## config.mk

```make
export PLATFORM = sky130hd
export DESIGN_NAME = demux16b3_buf
export DESIGN_NICKNAME = d
export VERILOG_FILES = /design/src/rtl/proc16_pkg.sv /design/src/rtl/demux_out_slot.sv /design/src/rtl/demux16b3_buf.sv
export SDC_FILE = /design/constraint.sdc
export NUM_CORES = 1
export LEC_CHECK = 0
export BUFFER_PORTS_ARGS = -buffer_cell sky130_fd_sc_hd__buf_2
export CORE_AREA = 4 4 76 78
export CTS_CLUSTER_DIAMETER = 150
export DETAILED_ROUTE_END_ITERATION = 8
export DIE_AREA = 0 0 80 82
export PLACE_DENSITY = 0.77
export SLEW_MARGIN = 20
export SYNTH_ARGS = -nofsm -noshare
export SYNTH_HDL_FRONTEND = slang
export SYNTH_SLANG_ARGS = --single-unit
```

## constraint.sdc

```tcl
create_clock -name clk -period 2 [get_ports clk]
set_clock_uncertainty 0.1 [all_clocks]
set_input_delay 0.2 -clock clk [delete_from_list [all_inputs] [get_ports clk]]
set_output_delay 0.2 -clock clk [all_outputs]
set_load 0.01 [all_outputs]
```

## src/rtl/proc16_pkg.sv

```systemverilog
`default_nettype none
// ============================================================================
// Module   : proc16_pkg
// Purpose  : Shared constants for the 16-bit processor datapath blocks.
//            Holds the destination select codes used by the result-bus
//            demultiplexer, the default data width and the channel count.
// Ports    : none (package)
// Revision : 1.0  initial release
// ============================================================================
package proc16_pkg;

  localparam int DEFAULT_WIDTH = 16;
  localparam int NUM_CH        = 3;

  localparam logic [1:0] SEL_CH0 = 2'd0;
  localparam logic [1:0] SEL_CH1 = 2'd1;
  localparam logic [1:0] SEL_CH2 = 2'd2;
  localparam logic [1:0] SEL_BAD = 2'd3;

  // True for select codes that address a real output channel.
  function automatic logic sel_is_channel(input logic [1:0] sel);
    return (sel != SEL_BAD);
  endfunction

endpackage
`default_nettype wire

```

## src/rtl/demux_out_slot.sv

```systemverilog
`default_nettype none
// ============================================================================
// Module   : demux_out_slot
// Purpose  : One output channel of the buffered demultiplexer: a single-entry
//            holding register with a valid flag and valid/ready handshake.
// Ports    : clk        - system clock
//            reset      - asynchronous active-high reset
//            load       - write load_data into the slot at the next edge
//            load_data  - word to capture
//            ready      - consumer takes the held word this cycle
//            data       - held word (registered)
//            valid      - slot holds a word (registered)
//            free       - slot can accept a word this cycle (combinational)
// Revision : 1.0  initial release
// ============================================================================
module demux_out_slot
  import proc16_pkg::*;
#(
  parameter int WIDTH = DEFAULT_WIDTH
) (
  input  logic             clk,
  input  logic             reset,
  input  logic             load,
  input  logic [WIDTH-1:0] load_data,
  input  logic             ready,
  output logic [WIDTH-1:0] data,
  output logic             valid,
  output logic             free
);

  logic [WIDTH-1:0] r_data;
  logic             r_valid;

  // A slot draining this cycle can be refilled in the same cycle, which
  // gives one word per cycle per channel.
  assign free = !r_valid || ready;

  always_ff @(posedge clk or posedge reset) begin
    if (reset) begin
      r_data  <= '0;
      r_valid <= 1'b0;
    end else begin
      if (load) begin
        r_data  <= load_data;
        r_valid <= 1'b1;
      end else if (r_valid && ready) begin
        // Drain only; data is left as-is.
        r_valid <= 1'b0;
      end
    end
  end

  assign data  = r_data;
  assign valid = r_valid;

endmodule
`default_nettype wire

```

## src/rtl/demux16b3_buf.sv

```systemverilog
`default_nettype none
// ============================================================================
// Module   : demux16b3_buf
// Purpose  : Buffered 1-to-3 demultiplexer for datapath words. Steers a word
//            to one of three channels by a 2-bit select; each channel holds
//            one word behind a valid/ready handshake. Select code 3 is
//            illegal: the word is dropped, err pulses and a saturating
//            counter records it.
// Ports    : clk, reset               - clock, async active-high reset
//            in_data, set, in_valid   - input word, destination, valid
//            in_ready                 - input accepted this cycle (comb)
//            outK_data/valid/ready    - channel K handshake, K = 0..2
//            err                      - pulse after an illegal accept
//            err_count                - saturating illegal-accept count
// Revision : 1.0  initial release
// ============================================================================
module demux16b3_buf
  import proc16_pkg::*;
#(
  parameter int WIDTH     = DEFAULT_WIDTH,
  parameter int ERR_CNT_W = 8
) (
  input  logic                 clk,
  input  logic                 reset,
  input  logic [WIDTH-1:0]     in_data,
  input  logic [1:0]           set,
  input  logic                 in_valid,
  output logic                 in_ready,
  output logic [WIDTH-1:0]     out0_data,
  output logic [WIDTH-1:0]     out1_data,
  output logic [WIDTH-1:0]     out2_data,
  output logic                 out0_valid,
  output logic                 out1_valid,
  output logic                 out2_valid,
  input  logic                 out0_ready,
  input  logic                 out1_ready,
  input  logic                 out2_ready,
  output logic                 err,
  output logic [ERR_CNT_W-1:0] err_count
);

  localparam logic [ERR_CNT_W-1:0] c_ERR_MAX = '1;

  logic [NUM_CH-1:0] w_ready;
  logic [NUM_CH-1:0] w_free;
  logic [NUM_CH-1:0] w_load;
  logic [NUM_CH-1:0] w_valid;
  logic [WIDTH-1:0]  w_data [NUM_CH];
  logic              w_accept;
  logic              w_bad_accept;

  logic                 r_err;
  logic [ERR_CNT_W-1:0] r_err_count;

  assign w_ready = {out2_ready, out1_ready, out0_ready};

  // in_ready looks only at the addressed slot; an illegal select is always
  // taken so that a bad code can never wedge the producer.
  always_comb begin
    in_ready = 1'b1;
    case (set)
      SEL_CH0: in_ready = w_free[0];
      SEL_CH1: in_ready = w_free[1];
      SEL_CH2: in_ready = w_free[2];
      default: in_ready = 1'b1;
    endcase
  end

  assign w_accept     = in_valid && in_ready;
  assign w_bad_accept = w_accept && !sel_is_channel(set);

  generate
    for (genvar k = 0; k < NUM_CH; k++) begin : g_slot
      localparam logic [1:0] c_SEL = 2'(k);

      assign w_load[k] = w_accept && (set == c_SEL);

      demux_out_slot #(
        .WIDTH (WIDTH)
      ) u_slot (
        .clk       (clk),
        .reset     (reset),
        .load      (w_load[k]),
        .load_data (in_data),
        .ready     (w_ready[k]),
        .data      (w_data[k]),
        .valid     (w_valid[k]),
        .free      (w_free[k])
      );
    end
  endgenerate

  // err follows each accept by one cycle, so consecutive illegal accepts
  // hold it high continuously.
  always_ff @(posedge clk or posedge reset) begin
    if (reset) begin
      r_err       <= 1'b0;
      r_err_count <= '0;
    end else begin
      r_err <= w_bad_accept;
      if (w_bad_accept && (r_err_count != c_ERR_MAX)) begin
        r_err_count <= r_err_count + 1'b1;
      end
    end
  end

  assign out0_data  = w_data[0];
  assign out1_data  = w_data[1];
  assign out2_data  = w_data[2];
  assign out0_valid = w_valid[0];
  assign out1_valid = w_valid[1];
  assign out2_valid = w_valid[2];
  assign err        = r_err;
  assign err_count  = r_err_count;

endmodule
`default_nettype wire

```

# Word-level counts from Yosys, hierarchy flattened
# Index checks and enable logic that the tools add are counted.
dict set report totals {
  ff_bits 60
  in_bits 24
  output_inout_bits 61
  word_cells 40
}
dict set report op_classes {
  add_sub_neg 1
  eq_ne 4
  n_mux 7
  reduce_logical 20
}
# operator count
set op_table {}
lappend op_table {{logical AND 1 bit} 9}
lappend op_table {{adder 8 x 1 -> 8 bit (second input constant)} 1}
lappend op_table {{inequality test 8 bit (second input constant)} 1}
lappend op_table {{two-way mux 1 bit} 6}
lappend op_table {{nonzero test 2 bit} 3}
lappend op_table {{zero test 1 bit} 4}
lappend op_table {{logical OR 1 bit} 3}
lappend op_table {{case mux 1 bit (3 select lines)} 1}
lappend op_table {{== test 2 x 1 -> 1 bit (second input constant)} 1}
lappend op_table {{== test 2 bit (second input constant)} 1}
lappend op_table {{zero test 2 bit} 1}
lappend op_table {{inequality test 2 bit (second input constant)} 1}

# Depth between registers and ports, before layout
dict set report depth {
  depth_word 6
  depth_mapped 6
  depth_no_buf 5
}

# Modules after synthesis
# From an unflattened synthesis, not the netlist that was laid out.
dict set report unflattened {
  hier_cells 159
  hier_area_um2 2566.2
}
# module n_inst cells_per_inst area_each_um2 seq_area_each_um2
set modules_own_cells {}
lappend modules_own_cells {demux_out_slot 3 38 686.9 425.4}
lappend modules_own_cells {demux16b3_buf 1 45 505.5 225.2}

# Least setup slack after synthesis
# No wires, ideal clock.
dict set report synth_path {
  path_kind {register -> register}
  start {register r_err_count[0], in the netlist err_count[0]}
  end {register r_err_count[1], in the netlist err_count[1]}
  setup_time_ps 125
  t_arrival_ps 1407
  required_ps 1775
  slack_ps 368
  stages_incl_launch_ff 5
  path_buffers 0
  period_less_slack_ps 1632
  cell_sequence {dfrtp_1 > ha_1 > nand4_1 > o21ai_4 > mux2_2}
}
dict set report synth_between {
  elab_chain_cells 2
  elab_cells_between_ends 3
  classes_between {1 x add/sub; 1 x eq/ne; 1 x reduce/logical}
}
# element line_no
set synth_lines {}
lappend synth_lines {{start: declaration} demux16b3_buf.sv:53} ;# logic [ERR_CNT_W-1:0] r_err_count;
lappend synth_lines {{start signal: assignment} demux16b3_buf.sv:102} ;# r_err_count <= r_err_count + 1'b1;
lappend synth_lines {{parallel branches: the longest is 2 deep, another holds adder 8 x 1 -> 8 bit} -}
# Parallel ways; which one is timed is not known.
# A chain may end at the register's enable or synchronous reset.

# Final worst setup path
# Ends and elaborated chain as after synthesis.

==> results.txt <==
- The synthesized netlist devotes 0.5079% of its cell area to adder and majority cells.
* Maximum root-to-sink buffer count: 2
* Ranking of synthesized cells by area: sky130_fd_sc_hd__dfrtp_1 (61%), sky130_fd_sc_hd__mux2_2 (19%), sky130_fd_sc_hd__mux2_4 (6.1%), sky130_fd_sc_hd__buf_6 (1.8%), sky130_fd_sc_hd__nand2_1 (1.1%)
- Unrepaired setup endpoints after global routing: no
- Synthesized-area fraction occupied by and/or/nand/nor cells: 6.907%
- Number of clock sinks: 60
- Worst path buffer plus inverter count: 0
* CTS resizes: 0
* Sequential cell area fraction in the yosys report: 60.94%
- In this run, synthesis produced a sequential element count of 60.
- HPWL reported at the end of detailed placement: 3384 um
* Crit Path Max Fanout: 5
* Initial cell density of the core: 48.55%
- Power after layout: 3.454 mW
* Fraction of synthesized area in multiplexers: 25.70%
- For the worst-skew pair, the clock arrives at the later sink with an insertion delay of 320 ps.
- Pin count of the biggest net entering global routing: 37
- Crit path time final: 1660 ps
* Final WL: 4671 um
- The most common cell in the synthesized netlist is sky130_fd_sc_hd__dfrtp_1.
- The total area inside the core boundary comes to 5075 um^2.
- Final setup TNS: 0 ps
* Commonest cells post-synth: sky130_fd_sc_hd__dfrtp_1 (60), sky130_fd_sc_hd__mux2_2 (41), sky130_fd_sc_hd__mux2_4 (10)
- Placed cell count: 309
- Top-area cell type share of the netlist area: 60.94%
* DIE HEIGHT: 82 um
- The setup path with the least slack is of type reg -> reg.
- After detailed routing, the number of vias per cell comes to 4.864.
- Fraction of layout instances using a drive strength above 1: 62.06%
- Static leakage power: 1.553 nW
- Final Cycle Share: 83.02%
* Path type of the worst min-delay path: in -> reg
- Routed wire length per instance: 14.46 um
- After synthesis, the largest family of logic cells by area is multiplexers.
- Summed over all layers, the global routing overflow is 0.
- Post-CTS timing repair inserted 0 buffers for setup.
* DR iter-0 viols: 59
* Cell with the biggest individual delay on the critical path: sky130_fd_sc_hd__dfrtp_1
* Transition at the pin with the smallest max-transition slack: 551.6 ps
- Via total after detailed routing: 1571
* Data arrival time of the worst path: 1760 ps
- Highest Clock Rate: 602.2 MHz
- List of cells traversed by the critical path: ha_1 -> nand4_1 -> o21ai_4 -> mux2_2
- Counting distinct cell types in the post-synthesis netlist gives 25.
* Synth Area in XOR/XNOR: 1.422%
- 85 I/O pins were placed.
* Mapped Avg Cell Area: 15.59 um^2
* Antenna cell count: 0
- The synthesized netlist devotes 1.270% of its cell area to compound gates.
* Via count of the first global-routing pass: 1596
- Buffers placed on the I/O ports in this run total 84.
- Outcome: complete, no violations
* Net count after synthesis: 183
- Clock tree from TritonCTS: done
- For this run, the number of Yosys warnings is 0.
- After synthesis, the share of flip-flops with an asynchronous set or reset is 100.0%.
- H-tree lvl count: 3
- Cell count after synthesis: 158
* Synthesis-to-layout area growth: 27.22%
- Power spread over the standard cell area amounts to 1102 nW/um^2.
- Excluding fillers, the count of instances in the completed layout stands at 323.
- Die ar.: 6560 um^2
- DRC violations left: 0
- Total routing usage reported by global routing: 15.73%
* Max-slew violation count: 0
* Root Buffer Master: sky130_fd_sc_hd__clkbuf_8
- On the worst path, the slowest cell contributes a delay of 410 ps.
* Number of setup violations in the final report: 0
* Floorplan row count: 26
- Ys flop type: sky130_fd_sc_hd__dfrtp_1
- At the end of routability-driven placement, the weighted congestion stood at 0.6982.
- Total clock buffers created by CTS: 9
* Largest vdd supply drop: 0.5364 mV
* Number of antenna violations at the first check in global routing: 0
- Once detail routing completed, the nets flagged for antenna violations numbered 0.
- The tool flagged a number of max-cap violations equal to 0.
- Hold Violations, Final: 0
* First-pass GRT wire length: 7700 um
* Final design utilization: 61.76%
* Worst-path clk slew: 60 ps
- Syn Std Cell Area: 2464 um^2
- For the worst setup path, the data required time is 2100 ps.
* Count of flip-flops with a built-in enable after synthesis: 0
- Leading area contributor after synthesis: sky130_fd_sc_hd__dfrtp_1
* CP top delay family: flip-flops
- Worst slew margin relative to its limit: 63.17%
- The pre-antenna-repair detailed-routing pass consisted of 6 iterations.
* CP Launch Type: flop
- Critical path capture point type: flop
* Net count reported at finish: 276
- The floorplan step set the die width to 80 um.
[layout make-up]
class	instances	area, um^2
repair buffers	88	478.0
multi-input cells	90	882.1
clock inverters	3	40.04
fillers	393	1941
clock buffers	10	137.6
flip-flops and latches	60	1501
well taps	70	87.58
inverters	2	7.507
[sequential cells by signal, indices dropped and copies added (netlist names)]
| signal | count |
|---|---|
| g_slot.u_slot.data | 48 |
| g_slot.u_slot.valid | 3 |
| err | 1 |
| err_count | 8 |
[layer usage]
metal | vias to the layer above | part of all wire (%) | GRT usage [%]
met5 | - | 0 | 0
met4 | 0 | 1.1 | 8.108
met3 | 7 | 8.6 | 5.263
met2 | 56 | 46 | 23.51
met1 | 774 | 44 | 20.40
li1 | 734 | - | -
[final timing paths]
kind	start	cells past startpoint	slack, ps	to
setup / recovery	err_count[0]	4	340	err_count[1]
hold / removal	in_data[1]	2	30	g_slot[1].u_slot.data[1]
setup reg to reg	err_count[0]	4	340	err_count[1]
hold reg to reg	g_slot[0].u_slot.data[4]	1	400	g_slot[0].u_slot.data[4]
max in group asynchronous	reset	4	850	g_slot[2].u_slot.data[9]
min in group asynchronous	reset	3	370	g_slot[0].u_slot.data[5]
[report_power, final]
part | leakage (nW) | switching (mW) | internal [mW] | total [mW]
clock network | 0.0939 | 0.413 | 0.584 | 0.996
registers | 0.726 | 0.168 | 1.47 | 1.64
logic | 0.733 | 0.385 | 0.434 | 0.819
[cell families (layout without fill, tap and decap cells)]
family          Yosys count  in the layout
xor+xnor                  4              4
buf+inv                   8            103
fa+ha+maj                 1              1
flops                    60             60
compound gates            4              4
simple gates             28             28
mux                      53             53
[worst reg2reg max path, delay by kind of cell (launching register included)]
family	cells	cell delay [ps]
AND/OR/NAND/NOR	1	210
AO/OA/AOI/OAI	1	260
multiplexers	1	350
adder cells (fa/ha/maj)	1	210
flip-flops	1	410
[layout by cell type, fill, tap and decap left out, drive strengths merged]
cell | Yosys | layout
clkbuf | 0 | 10
bufinv | 0 | 1
mux2i | 1 | 1
nand3b | 1 | 1
nand4 | 2 | 2
inv | 2 | 2
nor2 | 4 | 4
xor2 | 3 | 3
dlygate4sd3 | 0 | 1
xnor2 | 1 | 1
and3 | 2 | 2
ha | 1 | 1
o21ai | 4 | 4
dfrtp | 60 | 60
nor3 | 2 | 2
buf | 6 | 87
mux2 | 52 | 52
nand3 | 5 | 5
clkinv | 0 | 2
nand2b | 4 | 4
nand2 | 7 | 7
nor2b | 1 | 1
[what timing repair did]
item / in CTS / in global routing
hold buffers: 1 / 0
setup endpoints to repair: 0 / 0
hold endpoints to repair: 24 / 0
[per-stage QoR]
step                      hold slack (ps)  area, um^2  setup slack (ps)
after floorplan                     248.1        2464             215.3
after global placement              179.2        2947             382.2
after detailed placement            184.8        2947             351.9
after CTS                           17.35        3134             344.5
after global routing                17.98        3134             245.5
final                               34.41        3134             339.5
No activity file was read; power rests on OpenSTA's default activity.
